## config.mk

```make
export PLATFORM = sky130hd
export DESIGN_NAME = song_sequencer_flat
export DESIGN_NICKNAME = d
export VERILOG_FILES = /design/src/rtl/song_sequencer_if.sv /design/src/rtl/song_sequencer.sv /design/src/flat_wrapper.sv
export SDC_FILE = /design/constraint.sdc
export NUM_CORES = 1
export LEC_CHECK = 0
export CAP_MARGIN = 20
export CORE_MARGIN = 4
export CORE_UTILIZATION = 47
export DETAILED_ROUTE_END_ITERATION = 7
export PLACE_DENSITY_LB_ADDON = 0.12
export SLEW_MARGIN = 30
export SYNTH_ARGS = -nofsm -noshare
export SYNTH_HDL_FRONTEND = slang
export SYNTH_SLANG_ARGS = --single-unit
```

## constraint.sdc

```tcl
create_clock -name clk -period 12.6 [get_ports clk]
set_clock_uncertainty 0.15 [all_clocks]
set_input_delay 3.78 -clock clk [delete_from_list [all_inputs] [get_ports clk]]
set_output_delay 3.78 -clock clk [all_outputs]
set_load 0.02 [all_outputs]
```

## src/rtl/song_sequencer_if.sv

```systemverilog
// Signal bundle between the menu/state controller, the player buttons and song_sequencer.
// song_confirm is a one-cycle strobe. It is taken only while the sequencer is idle and
// state==MENU. There is no back-pressure, and every output is a level.
interface song_sequencer_if;
    logic [1:0] state;
    logic [1:0] song_confirm;
    logic       red_button;
    logic       blue_button;
    logic       yellow_button;
    logic       finish;
    logic [2:0] note_lanes;
    logic [5:0] beat_idx;
    logic [1:0] song_id;
    logic [7:0] score;
    logic [1:0] fsm_state;

    modport master (
        output state, song_confirm, red_button, blue_button, yellow_button,
        input  finish, note_lanes, beat_idx, song_id, score, fsm_state
    );

    modport slave (
        input  state, song_confirm, red_button, blue_button, yellow_button,
        output finish, note_lanes, beat_idx, song_id, score, fsm_state
    );
endinterface

```

## src/rtl/song_sequencer.sv

```systemverilog
// Steps a confirmed song's note pattern beat by beat, scores button hits and flags song end.
// Define SONG_SEQ_COUNTIN_EN to insert a 4-beat count-in between load and play.
module song_sequencer #(
    parameter int TICKS_PER_BEAT = 25000000,
    parameter int SONG1_LEN      = 16,
    parameter int SONG2_LEN      = 24,
    parameter int SONG3_LEN      = 32
) (
    input  logic             clk,
    input  logic             rst,
    song_sequencer_if.slave  bus
);

    localparam logic [1:0]  CTRL_START  = 2'd0;
    localparam logic [1:0]  CTRL_MENU   = 2'd1;
    localparam logic [1:0]  CTRL_FINISH = 2'd3;
    localparam logic [25:0] TICK_LAST   = 26'(TICKS_PER_BEAT - 1);

`ifdef SONG_SEQ_COUNTIN_EN
    typedef enum logic [1:0] {
        S_IDLE    = 2'd0,
        S_PLAY    = 2'd1,
        S_DONE    = 2'd2,
        S_COUNTIN = 2'd3
    } fsm_t;
`else
    typedef enum logic [1:0] {
        S_IDLE = 2'd0,
        S_PLAY = 2'd1,
        S_DONE = 2'd2
    } fsm_t;
`endif

    fsm_t        state_q;
    fsm_t        state_d;
    logic [25:0] tick_q;
    logic [5:0]  beat_q;
    logic [1:0]  song_q;
    logic [7:0]  score_q;
    logic [2:0]  hit_mask_q;
    logic [2:0]  btn_prev_q;
    logic        finish_q;
    logic        fresh_q;
`ifdef SONG_SEQ_COUNTIN_EN
    logic [1:0]  count_q;
`endif

    logic [2:0]  btn_now;
    logic [2:0]  btn_rise;
    logic [2:0]  song_lanes;
    logic [2:0]  lanes;
    logic [2:0]  hits;
    logic [1:0]  hit_cnt;
    logic [8:0]  score_sum;
    logic [7:0]  score_next;
    logic [5:0]  last_beat;
    logic        tick_last;
    logic        ticking;
    logic        load_req;
    logic        abort_req;

    assign btn_now   = {bus.yellow_button, bus.blue_button, bus.red_button};
    assign btn_rise  = btn_now & ~btn_prev_q;
    assign tick_last = (tick_q == TICK_LAST);
    assign load_req  = (state_q == S_IDLE) && (bus.state == CTRL_MENU) &&
                       (bus.song_confirm != 2'd0);
    // The controller's state input trails a load by one cycle, so the first cycle after a load never aborts.
    assign abort_req = !fresh_q &&
                       ((bus.state == CTRL_START) || (bus.state == CTRL_MENU));

`ifdef SONG_SEQ_COUNTIN_EN
    assign ticking = (state_q == S_PLAY) || (state_q == S_COUNTIN);
`else
    assign ticking = (state_q == S_PLAY);
`endif

    always_comb begin
        song_lanes = 3'b000;
        case (song_q)
            2'd1:    song_lanes = 3'b001 << (beat_q % 6'd3);
            2'd2:    song_lanes = beat_q[0] ? 3'b010 : 3'b101;
            2'd3:    song_lanes = (beat_q[2:0] == 3'd0) ? 3'b111 : beat_q[2:0];
            default: song_lanes = 3'b000;
        endcase
    end

    always_comb begin
        lanes = 3'b000;
        if (state_q == S_PLAY) begin
            lanes = song_lanes;
        end
`ifdef SONG_SEQ_COUNTIN_EN
        else if ((state_q == S_COUNTIN) && !count_q[0]) begin
            lanes = 3'b111;
        end
`endif
    end

    always_comb begin
        last_beat = 6'd0;
        case (song_q)
            2'd1:    last_beat = 6'(SONG1_LEN - 1);
            2'd2:    last_beat = 6'(SONG2_LEN - 1);
            2'd3:    last_beat = 6'(SONG3_LEN - 1);
            default: last_beat = 6'd0;
        endcase
    end

    // Edges on a boundary cycle still score against the outgoing beat's lanes.
    assign hits       = (state_q == S_PLAY) ? (btn_rise & song_lanes & ~hit_mask_q) : 3'b000;
    assign hit_cnt    = {1'b0, hits[0]} + {1'b0, hits[1]} + {1'b0, hits[2]};
    assign score_sum  = {1'b0, score_q} + {7'd0, hit_cnt};
    assign score_next = score_sum[8] ? 8'hFF : score_sum[7:0];

    always_ff @(posedge clk or negedge rst) begin
        if (!rst) begin
            state_q <= S_IDLE;
        end else begin
            state_q <= state_d;
        end
    end

    always_comb begin
        state_d = state_q;
        case (state_q)
            S_IDLE: begin
                if (load_req) begin
`ifdef SONG_SEQ_COUNTIN_EN
                    state_d = S_COUNTIN;
`else
                    state_d = S_PLAY;
`endif
                end
            end
            S_PLAY: begin
                if (abort_req) begin
                    state_d = S_IDLE;
                end else if (tick_last && (beat_q == last_beat)) begin
                    state_d = S_DONE;
                end
            end
            S_DONE: begin
                if (abort_req || (bus.state == CTRL_FINISH)) begin
                    state_d = S_IDLE;
                end
            end
`ifdef SONG_SEQ_COUNTIN_EN
            S_COUNTIN: begin
                if (abort_req) begin
                    state_d = S_IDLE;
                end else if (tick_last && (count_q == 2'd3)) begin
                    state_d = S_PLAY;
                end
            end
`endif
            default: state_d = S_IDLE;
        endcase
    end

    always_ff @(posedge clk or negedge rst) begin
        if (!rst) begin
            tick_q     <= '0;
            beat_q     <= '0;
            song_q     <= '0;
            score_q    <= '0;
            hit_mask_q <= '0;
            btn_prev_q <= '0;
            finish_q   <= 1'b0;
            fresh_q    <= 1'b0;
`ifdef SONG_SEQ_COUNTIN_EN
            count_q    <= '0;
`endif
        end else begin
            btn_prev_q <= btn_now;
            fresh_q    <= load_req;
            if (load_req) begin
                song_q     <= bus.song_confirm;
                beat_q     <= '0;
                tick_q     <= '0;
                score_q    <= '0;
                hit_mask_q <= '0;
                finish_q   <= 1'b0;
`ifdef SONG_SEQ_COUNTIN_EN
                count_q    <= '0;
`endif
            end else begin
                if (state_q == S_PLAY) begin
                    score_q    <= score_next;
                    hit_mask_q <= tick_last ? 3'b000 : (hit_mask_q | hits);
                end
                if (state_d == S_IDLE) begin
                    tick_q   <= '0;
                    finish_q <= 1'b0;
                end else if (ticking) begin
                    tick_q <= tick_last ? 26'd0 : tick_q + 26'd1;
                end
                if ((state_q == S_PLAY) && (state_d == S_PLAY) && tick_last) begin
                    beat_q <= beat_q + 6'd1;
                end
                if ((state_q == S_PLAY) && (state_d == S_DONE)) begin
                    finish_q <= 1'b1;
                end
`ifdef SONG_SEQ_COUNTIN_EN
                if ((state_q == S_COUNTIN) && tick_last) begin
                    count_q <= count_q + 2'd1;
                end
`endif
            end
        end
    end

    assign bus.finish     = finish_q;
    assign bus.note_lanes = lanes;
    assign bus.beat_idx   = beat_q;
    assign bus.song_id    = song_q;
    assign bus.score      = score_q;
    assign bus.fsm_state  = state_q;

endmodule

```

## src/flat_wrapper.sv

```systemverilog
// flat-port wrapper written by rule: the top's interface ports become plain ports
module song_sequencer_flat 
#(
    parameter int TICKS_PER_BEAT = 25000000,
    parameter int SONG1_LEN      = 16,
    parameter int SONG2_LEN      = 24,
    parameter int SONG3_LEN      = 32
)
  (clk, rst, bus_state, bus_song_confirm, bus_red_button, bus_blue_button, bus_yellow_button, bus_finish, bus_note_lanes, bus_beat_idx, bus_song_id, bus_score, bus_fsm_state);
  song_sequencer_if bus_i ();
  input  logic clk;
  input  logic rst;
  input wire logic [$bits(bus_i.state)-1:0] bus_state;
  input wire logic [$bits(bus_i.song_confirm)-1:0] bus_song_confirm;
  input wire logic [$bits(bus_i.red_button)-1:0] bus_red_button;
  input wire logic [$bits(bus_i.blue_button)-1:0] bus_blue_button;
  input wire logic [$bits(bus_i.yellow_button)-1:0] bus_yellow_button;
  output wire logic [$bits(bus_i.finish)-1:0] bus_finish;
  output wire logic [$bits(bus_i.note_lanes)-1:0] bus_note_lanes;
  output wire logic [$bits(bus_i.beat_idx)-1:0] bus_beat_idx;
  output wire logic [$bits(bus_i.song_id)-1:0] bus_song_id;
  output wire logic [$bits(bus_i.score)-1:0] bus_score;
  output wire logic [$bits(bus_i.fsm_state)-1:0] bus_fsm_state;
  assign bus_i.state = bus_state;
  assign bus_i.song_confirm = bus_song_confirm;
  assign bus_i.red_button = bus_red_button;
  assign bus_i.blue_button = bus_blue_button;
  assign bus_i.yellow_button = bus_yellow_button;
  assign bus_finish = bus_i.finish;
  assign bus_note_lanes = bus_i.note_lanes;
  assign bus_beat_idx = bus_i.beat_idx;
  assign bus_song_id = bus_i.song_id;
  assign bus_score = bus_i.score;
  assign bus_fsm_state = bus_i.fsm_state;
  song_sequencer #(.TICKS_PER_BEAT(TICKS_PER_BEAT), .SONG1_LEN(SONG1_LEN), .SONG2_LEN(SONG2_LEN), .SONG3_LEN(SONG3_LEN)) u_core (.clk(clk), .rst(rst), .bus(bus_i));
endmodule
```

### After elaboration in Yosys (flattened, before gate mapping)

Cells that the tools add are included.

* input port bits: 9
* bits in read-only memories: 0
* register bits: 52
* memory bits (writable): 0
* bits in latches: 0
* memories: 0

* reductions and logical operators: 19
* add/sub/neg operators: 5
* magnitude comparators: 0
* div/mod/pow operators: 1
* bitwise operators: 6
* multiplexer cells: 26
* shifts and indexed selects: 1
* equal/unequal tests: 11
* $mul: 0

Operators by type and width (count)
* 26-bit 2-to-1 mux: 4
* 26-bit by 1-bit adder with 26-bit output, second input constant: 1
* 26-bit by 25-bit == test with 1-bit output, second input constant: 1
* 8-bit 2-to-1 mux: 3
* 3-bit 2-to-1 mux: 7
* 5-bit one-hot mux with 3 select lines: 1
* 6-bit 2-to-1 mux: 2
* 2-bit == test, second input constant: 5
* 8-bit by 2-bit adder with 9-bit output: 1
* 3-bit AND: 3
* 3-bit one-hot mux with 3 select lines: 1
* 2-bit by 1-bit == test with 1-bit output, second input constant: 4
* 2-bit 2-to-1 mux: 4
* 1-bit logical AND: 7
* 6-bit by 1-bit adder with 6-bit output, second input constant: 1
* 6-bit by 5-bit == test with 1-bit output: 1
* 2-bit logical NOT: 3
* 6-bit by 2-bit remainder unit with 6-bit output, second input constant: 1
* 3-bit NOT: 2
* 2-bit one-hot mux with 3 select lines: 1
* 2-bit nonzero test: 3
* 3-bit nonzero test: 2
* 1-bit by 6-bit << shifter with 3-bit output, first input constant: 1
* 3-bit logical NOT: 1
* other kinds (6): 9

### Logic depth before layout (Yosys ltp)

Gate-level depths: netlist of run 1.

* depth after elaboration: 12
* mapped depth: 27
* mapped depth without buffers: 25

### Worst setup path after synthesis of run 1

Ideal clock, no wire load.

* path type: flip-flop to output port
* start: register u_core.beat_q[4], in the netlist u_core.bus.beat_idx[4]
* end: output port bus_note_lanes[2]
* cell stages (with the launch flop): 18
* path slack: 4.811 ns
* arrival: 3.859 ns
* buffers on the path: 2
* required time: 8.670 ns
* cell sequence: dfrtp_1 inv_1 ha_1 buf_2 or4_1 o21ai_0 ha_1 buf_2 inv_1 a21oi_1 nor2_1 ha_1 a211oi_1 nand2_1 a311oi_2 o21ai_0 o22a_1 nor2_1

* longest elaborated chain between the ends: 4

RTL lines
* start: declaration: line song_sequencer.sv:37 `logic [5:0] beat_q;`
* start signal: assignment: line song_sequencer.sv:198 `beat_q <= beat_q + 6'd1;`
* 6-bit by 2-bit remainder unit with 6-bit output: line song_sequencer.sv:80 `2'd1: song_lanes = 3'b001 << (beat_q % 6'd3);`
* 1-bit by 6-bit << shifter with 3-bit output: line song_sequencer.sv:80
* 3-bit one-hot mux with 3 select lines: line song_sequencer.sv:79 `case (song_q)`
* 3-bit 2-to-1 mux: line song_sequencer.sv:89 `if (state_q == S_PLAY) begin`
* end: declaration: line flat_wrapper.sv:19 `output wire logic [$bits(bus_i.note_lanes)-1:0] bus_note_lanes;`

No other way between the ends.

### Worst setup path after layout of run 1

Ends and elaborated chain as after synthesis.

==> results.json, run 1 <==
{
  "status": "finished clean",
  "cts_buffers": 5,
  "drt_first_pass_iters": 4,
  "synth-xor-area-share_pct": 6.23,
  "slew_viol_final": 0,
  "hold_buffers": 0,
  "route.detailed.drc": 0,
  "grt.overflow.total": 0,
  "cts_tree": "done",
  "wire_per_inst_um": 14.8,
  "power.total_w": 0.000368,
  "num_vias": 2906,
  "ys.flop_type": "dfrtp_1",
  "placed_cells": 500,
  "htreeDepth": 2,
  "worstMarginPinSlew_ps": 671,
  "crit_chain": "inv_1, ha_1, or4_1, o21ai_0, ha_1, inv_1, a21oi_1, nor2_1, ha_1, a211oi_1, nand4_1, nor4_1, a31oi_1, o22a_1, nor2_1, clkdlybuf4s50_1",
  "fin_ws_ps": 3670,
  "ys_ff_latch": 52,
  "synth_area_um2": 3370,
  "cts_root_buf": "clkbuf_8",
  "placed_cell_area_um2": 3720,
  "max-cap-violations": 0,
  "async_reset_ff_share_pct": 100,
  "cp_slowest_cell": "clkdlybuf4s50_1",
  "startpoint_type": "register",
  "yosysSeqAreaShare_pct": 38.6,
  "grt_pass1_wl_um": 13000,
  "start_util_pct": 49.1,
  "leakagePower_nw": 1.48,
  "cp.arrival_ps": 5000,
  "ioPinCount": 31,
  "syn_inst": 389,
  "first_global_vias": 2771,
  "fin_crit_ps": 8930,
  "cp.required_ps": 8670,
  "drt_iter0_markers": 114,
  "setup_tns_ps": 0,
  "hp-start": "u_core.hit_mask_q[0]",
  "cp_max_fo": 14,
  "synthMuxAreaShare_pct": 0.594,
  "antenna_cells": 0,
  "grt_max_degree": 53,
  "synth_adder_area_share_pct": 4.90,
  "vdd_drop_max_mv": 0.0540,
  "die_h_um": 92.7,
  "wl_met3_um": 292,
  "cts_resized": 0,
  "fin_nets": 432,
  "hpwl_um": 5500,
  "syn_avg_cell_area_um2": 8.67,
  "critPathCaptureType": "primary output",
  "synth_edf_count": 0,
  "postLayoutCellArea_um2": 3830,
  "wl_met1_um": 3500,
  "power_density_nw_per_um2": 96.0,
  "synthSimpleGateAreaFrac_pct": 26.9,
  "r2r_start": "u_core.bus.beat_idx[4]",
  "die_area_um2": 8590,
  "rows": 30,
  "synth_warnings": 0,
  "synth_top_family_by_area": "simple AND/OR/NAND/NOR gates",
  "fin_crit_sh_pct": 70.9,
  "worstSetupStartpoint": "u_core.bus.beat_idx[4]",
  "cts.sinks": 52,
  "antenna_found_initial": 0,
  "holdCritPathClass": "reg2reg",
  "coreArea_um2": 6870,
  "rsz0062_at_grt": "false",
  "postRouteAntennaNets": 0,
  "clkSlewWorstSetupHoldPaths_ps": 100,
  "syn2layout_area_growth_pct": 13.6,
  "highest_layer": "met4",
  "clk_path_buf_depth": 2,
  "yosys.cell_types.count": 61,
  "relSlewSlack_pct": 54.6,
  "die_w_um": 92.7,
  "max_freq_ghz": 0.112,
  "crit_type": "reg2out",
  "synthesis.nets": 410,
  "hold_viol_final": 0,
  "path_common_cell": "ha_1",
  "setup_viol": 0,
  "route.met2.wl_um": 3610,
  "gp_congestion": 0.933,
  "grtUsageTotal_pct": 18.5,
  "fin_cells": 508,
  "cts_setup_buffers": 0,
  "routed_wl_um": 7540,
  "drive_gt1_share_pct": 7.04,
  "synth_compound_gate_area_share_pct": 18.3,
  "max_stage_delay_ps": 620,
  "port_buffers": 30,
  "viasPerCell": 5.72,
  "dp_slack_ps": 4070,
  "worstSkewPairLatency_ps": 300
}
metrics by stage:
step                      utilization (%)  hold slack, ps
final                                55.8             355
after global routing                 55.8             377
after CTS                            55.8             358
after detailed placement             54.1             334
after global placement               54.1             322
after floorplan                         -             308
layout make-up:
class | count | area [um^2]
clock buffer | 5 | 68.8
timing repair buffer | 33 | 318
multi-input combinational | 304 | 1920
clock inverter | 3 | 46.3
sequential | 52 | 1300
tap | 96 | 120
fill | 637 | 3040
inverter | 15 | 56.3
state kept, by name, indices dropped and copies added (netlist names):
register	count
u_core.tick_q	26
u_core.bus.beat_idx	6
u_core.bus.finish	1
u_core.btn_prev_q	3
u_core.bus.fsm_state	2
u_core.hit_mask_q	3
u_core.bus.score	8
u_core.fresh_q	1
u_core.bus.song_id	2
cell usage in the layout, fill, tap and decap left out, drive strengths merged, types with 7 or more instances in the layout:
cell type      instances
nor2                  44
nor2b                 13
dfrtp                 52
xor2                  14
inv                   16
nand3                 22
xnor2                 10
a21oi                 18
nand2                 37
nor3                  13
nand2b                 7
o31ai                 10
clkdlybuf4s50         29
ha                    10
nand4                  9
o21ai                 24
power breakdown:
part	leakage, nW	internal [W]	switching [W]	total, W
clock network	0.0548	0.0000599	0.0000579	0.000118
registers	0.708	0.000174	0.0000109	0.000185
logic	0.719	0.0000281	0.0000369	0.0000650
total	1.48	0.000262	0.000106	0.000368
Yosys cell counts, drive strengths merged, types with 4 or more instances:
library cell | n | share of area [%]
a211oi | 4 | 0.89
a21oi | 18 | 3.0
a31oi | 5 | 0.93
and3 | 5 | 1.1
buf | 7 | 1.6
clkbuf | 11 | 1.2
dfrtp | 52 | 39
ha | 10 | 3.7
inv | 15 | 1.7
nand2 | 37 | 4.1
nand2b | 7 | 1.3
nand3 | 22 | 3.3
nand4 | 9 | 1.7
nor2 | 44 | 4.9
nor2b | 13 | 2.6
nor3 | 13 | 1.9
nor4 | 4 | 0.74
o211ai | 5 | 1.1
o21ai | 24 | 3.6
o31ai | 10 | 2.4
xnor2 | 10 | 2.6
xor2 | 14 | 3.6
worst paths after layout:
path	end	slack, ps	cells past startpoint
setup / recovery	bus_note_lanes[2]	3670	16
hold / removal	u_core.hit_mask_q[0]	350	1
setup reg to reg	u_core.bus.score[3]	6400	23
hold reg to reg	u_core.hit_mask_q[0]	350	1
max in group asynchronous	u_core.tick_q[17]	8420	2
min in group asynchronous	u_core.bus.score[4]	3420	2
cells by family after synthesis:
| group | Yosys count |
|---|---|
| multiplexers | 2 |
| adder cells (fa/ha/maj) | 12 |
| flip-flops | 52 |
| AND/OR/NAND/NOR | 177 |
| XOR/XNOR | 24 |
| AO/OA/AOI/OAI | 89 |
| buffers and inverters | 33 |
per-layer routing:
layer	global-route usage (%)	vias to the layer above
met2	31.1	74
li1	-	1438
met4	5.13	0
met3	2.84	10
met1	24.8	1384
met5	0	-
critical path: cells and delay by family (launching register included):
kind	cells	cell delay (ps)
and+or+nand+nor	5	1360
AOI/OAI and AO/OA	5	1050
adders and majority gates	3	960
buffers and inverters	3	870
DFF	1	470
No activity file was read; power rests on OpenSTA's default activity.
==> run 2, diff against run 1 <==
- clock period: 12.6 -> 8.1 ns (I/O delays scaled with it)
==> results.json, run 2 (same netlist as run 1, synthesis figures left out) <==
{
  "mostFrequentLayoutCells": "dfrtp_1, nor2_1, nand2_1",
  "setup_viol": 0,
  "num_vias": 2870,
  "die_area_um2": 8590,
  "worstSkewPairLatency_ps": 310,
  "cp_slowest_cell": "clkdlybuf4s50_1",
  "worstMarginPinSlew_ps": 694,
  "grt.overflow.total": 0,
  "fin_ws_ps": 566,
  "cpLargestDelayFamily": "simple AND/OR/NAND/NOR gates",
  "grtUsageTotal_pct": 18.8,
  "route.detailed.drc": 0,
  "rsz0062_at_grt": "false",
  "die_w_um": 92.7,
  "antenna_found_initial": 0,
  "nFillCells": 629,
  "dp_slack_ps": 936,
  "fin_crit_ps": 7530,
  "final_common_cell": "dfrtp_1",
  "syn2layout_area_growth_pct": 13.5,
  "routed_wl_um": 7630,
  "viasPerCell": 5.65,
  "leakagePower_nw": 1.48,
  "relSlewSlack_pct": 53.1,
  "max-cap-violations": 0,
  "cts_tree": "done",
  "clkSlewWorstSetupHoldPaths_ps": 90,
  "grt_max_degree": 53,
  "vdd_drop_max_mv": 0.110,
  "postRouteAntennaNets": 0,
  "cts_root_buf": "clkbuf_8",
  "cp.arrival_ps": 4950,
  "clk_path_buf_depth": 2,
  "cts.sinks": 52,
  "rows": 30,
  "largest_register": "u_core.tick_q",
  "cts_buffers": 5,
  "path_common_cell": "ha_1",
  "antenna_cells": 0,
  "htreeDepth": 2,
  "power_density_nw_per_um2": 149,
  "first_global_vias": 2732,
  "fin_crit_sh_pct": 93.0,
  "setup_tns_ps": 0,
  "wire_per_inst_um": 15.0,
  "hpwl_um": 5530,
  "max_stage_delay_ps": 620,
  "drt_first_pass_iters": 4,
  "coreArea_um2": 6870,
  "fin_nets": 432,
  "max_freq_ghz": 0.133,
  "cts_setup_buffers": 0,
  "cp_max_fo": 14,
  "port_buffers": 30,
  "crit_buf_inv": 3,
  "hold_viol_final": 0,
  "drt_iter0_markers": 140,
  "critPathCaptureType": "primary output",
  "slew_viol_final": 0,
  "crit_type": "reg2out",
  "start_util_pct": 49.1,
  "cts_resized": 0,
  "drive_gt1_share_pct": 7.04,
  "largest_reg_flops": 26,
  "status": "finished clean",
  "die_h_um": 92.7,
  "gp_congestion": 0.933,
  "hold_buffers": 0,
  "cp.required_ps": 5520,
  "holdCritPathClass": "reg2reg",
  "startpoint_type": "register",
  "crit_chain": "inv_1, ha_1, or4_1, o21ai_0, ha_1, inv_1, a21oi_1, nor2_1, ha_1, a211oi_1, nand4_1, nor4_1, a31oi_1, o22a_1, nor2_1, clkdlybuf4s50_1",
  "ioPinCount": 31,
  "grt_pass1_wl_um": 13100,
  "hold-worst-slack_ps": 358
}
==> run 2: cell types whose count changed in the layout (fill, tap and decap cells not counted), sizes merged <==
cell	change
clkinv	+1
inv	-1
==> run 2: through the flow <==
step                      instances  power, W  area [um^2]  utilization (%)
after global routing            508  0.000604         3830             55.7
after detailed placement        500  0.000395         3720             54.1
final                           508  0.000571         3830             55.7
after floorplan                 389  0.000352         3370                -
after CTS                       508  0.000578         3830             55.7
after global placement          500  0.000394         3720             54.1
==> run 2: final timing paths <==
path                       slack (ps)  cells after the start                      to                    from
max in group asynchronous        5280                      2  u_core.bus.beat_idx[3]                     rst
min in group asynchronous        2070                      2     u_core.bus.score[3]                     rst
setup / recovery                  570                     16       bus_note_lanes[2]  u_core.bus.beat_idx[4]
setup reg to reg                 1940                     23     u_core.bus.score[3]  u_core.bus.beat_idx[4]
hold / removal                    360                      1    u_core.hit_mask_q[1]    u_core.hit_mask_q[1]
hold reg to reg                   360                      1    u_core.hit_mask_q[1]    u_core.hit_mask_q[1]
==> run 2: routing by layer <==
layer | track usage (%) | vias up | wire, um | part of all wire, %
li1 | - | 1434 | - | -
met2 | 30.9 | 51 | 3620 | 48
met5 | 0 | - | 0 | 0
met4 | 5.62 | 0 | 121 | 1.6
met1 | 25.5 | 1375 | 3600 | 47
met3 | 3.17 | 10 | 277 | 3.6
==> run 2: layout make-up <==
cell class / count / area [um^2] / share of cell area [%]
Clock buffer: 5 / 68.8 / 1.80
Sequential cell: 52 / 1300 / 34.0
Inverter: 15 / 56.3 / 1.47
Tap cell: 96 / 120 / 3.14
Timing Repair Buffer: 33 / 318 / 8.30
Clock inverter: 3 / 42.5 / 1.11
Multi-Input combinational cell: 304 / 1920 / 50.2
==> run 2: where the power goes <==
| part | internal, W | switching (W) | leakage (nW) |
|---|---|---|---|
| clock | 0.0000916 | 0.0000902 | 0.0541 |
| sequential | 0.000271 | 0.0000169 | 0.708 |
| combinational | 0.0000436 | 0.0000577 | 0.719 |
| total | 0.000406 | 0.000165 | 1.48 |
==> run 3, diff against run 2 <==
- CORE_ASPECT_RATIO: unset -> 0.5
==> results.json, run 3 (same netlist as run 1, synthesis figures left out) <==
{
  "coreArea_um2": 6830,
  "cp.arrival_ps": 4920,
  "first_global_vias": 2800,
  "antenna_cells": 0,
  "grt.overflow.total": 0,
  "drive_gt1_share_pct": 6.10,
  "cts_setup_buffers": 0,
  "port_buffers": 30,
  "seq_area_um2": 1300,
  "max-cap-violations": 0,
  "critPathCaptureType": "primary output",
  "status": "finished clean",
  "hold-worst-slack_ps": 339,
  "power.total_w": 0.000603,
  "largest_reg_flops": 26,
  "hold_viol_final": 0,
  "route.detailed.drc": 0,
  "swShare_pct": 27.4,
  "leakagePower_nw": 1.49,
  "fin_util_pct": 56.2,
  "fin_crit_sh_pct": 92.6,
  "final_common_cell": "dfrtp_1",
  "crit_type": "reg2out",
  "p_int_w": 0.000438,
  "crit_buf_inv": 3,
  "cts.sinks": 52,
  "pwr-share-seq_pct": 48.0,
  "nFillCells": 642,
  "start_util_pct": 49.4,
  "worstSetupStartpoint": "u_core.bus.beat_idx[4]",
  "ff2ff_path_depth": 23,
  "path_common_cell": "ha_1",
  "cp.depth": 16,
  "hold_buffers": 0,
  "hpwl_um": 5540,
  "grt_pass1_wl_um": 13200,
  "clk_path_buf_depth": 2,
  "ioPinCount": 31,
  "mostFrequentLayoutCells": "dfrtp_1, nor2_1, nand2_1",
  "vdd_drop_max_mv": 0.107,
  "die_area_um2": 8680,
  "slew_viol_final": 0,
  "rsz0062_at_grt": "false",
  "power.share.clock_pct": 35.2,
  "holdCritPathClass": "reg2reg",
  "num_vias": 2933,
  "fin_nets": 430,
  "crit_end": "bus_note_lanes[2]",
  "grtUsageTotal_pct": 18.8,
  "antenna_found_initial": 0,
  "cts_buffers": 5,
  "holdPathStages": 1,
  "clkSlewWorstSetupHoldPaths_ps": 70,
  "cp_slowest_cell": "clkdlybuf4s50_1",
  "die_w_um": 128,
  "wire_per_inst_um": 15.2,
  "viasPerCell": 5.84,
  "setup_tns_ps": 0,
  "postRouteAntennaNets": 0,
  "die_h_um": 67.9,
  "gp_congestion": 0.823,
  "fin_crit_ps": 7500,
  "worstSkewPairLatency_ps": 290,
  "r2r_end": "u_core.bus.score[3]",
  "routed_wl_um": 7650,
  "cts_root_buf": "clkbuf_16",
  "reg2reg_slack_ps": 1870,
  "relSlewSlack_pct": 35.7,
  "cts_tree": "done",
  "p_sw_w": 0.000165,
  "max_stage_delay_ps": 620,
  "power_density_nw_per_um2": 157,
  "cp.required_ps": 5520,
  "drt_iter0_markers": 188,
  "syn2layout_area_growth_pct": 14.0,
  "multi_input_area_um2": 1920,
  "cp_max_fo": 14,
  "p_comb_share_pct": 16.8,
  "grt_max_degree": 53,
  "setup_viol": 0,
  "cts_resized": 0,
  "drt_first_pass_iters": 7,
  "r2r_start": "u_core.bus.beat_idx[4]",
  "htreeDepth": 2,
  "worstMarginPinSlew_ps": 957,
  "largest_register": "u_core.tick_q",
  "startpoint_type": "register",
  "max_freq_ghz": 0.133,
  "rows": 21,
  "cpLargestDelayFamily": "compound AO/OA/AOI/OAI gates",
  "crit_chain": "inv_1, ha_1, or4_1, o21ai_0, ha_1, inv_1, a21oi_1, nor2_1, ha_1, a211oi_1, nand2_1, a311oi_2, o21ai_0, o22a_1, nor2_1, clkdlybuf4s50_1"
}
## run 3: cell types whose count changed in the layout (fill, tap and decap cells not counted), sizes merged
| cell | change |
|---|---|
| clkbuf | +3 |
| clkinvlp | -1 |
| bufinv | -1 |
| buf | -2 |
| clkinv | -1 |
## run 3: per-layer routing
layer	global-route usage (%)	wire length, um
met2	33.1	3710
met3	3.74	255
met5	0	0
met1	23.4	3510
met4	7.14	169
## run 3: area by class of cell
cell class              count  area share, %
clock buffers               8           3.81
inverters                  15           1.47
multi-input cells         304           50.0
flip-flops and latches     52           33.9
well taps                  92           3.00
repair buffers             31           7.88
## run 3: stage by stage
stage                     setup slack, ps  instance area, um^2  cells
after floorplan                      1660                 3370    389
after global placement               1120                 3700    494
after detailed placement              942                 3700    494
after CTS                             590                 3840    502
after global routing                  124                 3840    502
final                                 597                 3840    502
## run 3: worst min-delay path by stage
stage	startpoint	end	slack, ps
after CTS	u_core.hit_mask_q[1]	u_core.hit_mask_q[1]	340
after global placement	u_core.hit_mask_q[1]	u_core.hit_mask_q[1]	320
after global routing	u_core.hit_mask_q[1]	u_core.hit_mask_q[1]	350
final	u_core.hit_mask_q[1]	u_core.hit_mask_q[1]	340
after floorplan	u_core.hit_mask_q[0]	u_core.hit_mask_q[0]	310
after detailed placement	u_core.hit_mask_q[1]	u_core.hit_mask_q[1]	330
## run 3: power by group through the flow
stage                     Clock, W  Combinational, W  Sequential (W)
final                     0.000213          0.000101        0.000289
after global routing      0.000228          0.000113        0.000292
after CTS                 0.000218          0.000103        0.000289
after detailed placement         0          0.000102        0.000294
after global placement           0         0.0000997        0.000293
after floorplan                  0         0.0000556        0.000296
## run 3: worst register-to-register path, cell delays in order (launching register included)
cell	delay (ps)
dfrtp_1	470
inv_1	120
ha_1	400
or4_1	590
o21ai_0	100
ha_1	340
inv_1	150
a21oi_1	300
nor2_1	130
ha_1	230
a211oi_1	250
nand4_1	250
nor3b_1	210
o221ai_1	200
a21oi_2	100
and3b_1	220
fa_1	510
ha_1	180
fa_1	250
nand4_1	190
or2_2	350
a21oi_1	160
nor2_1	60
a211oi_1	210
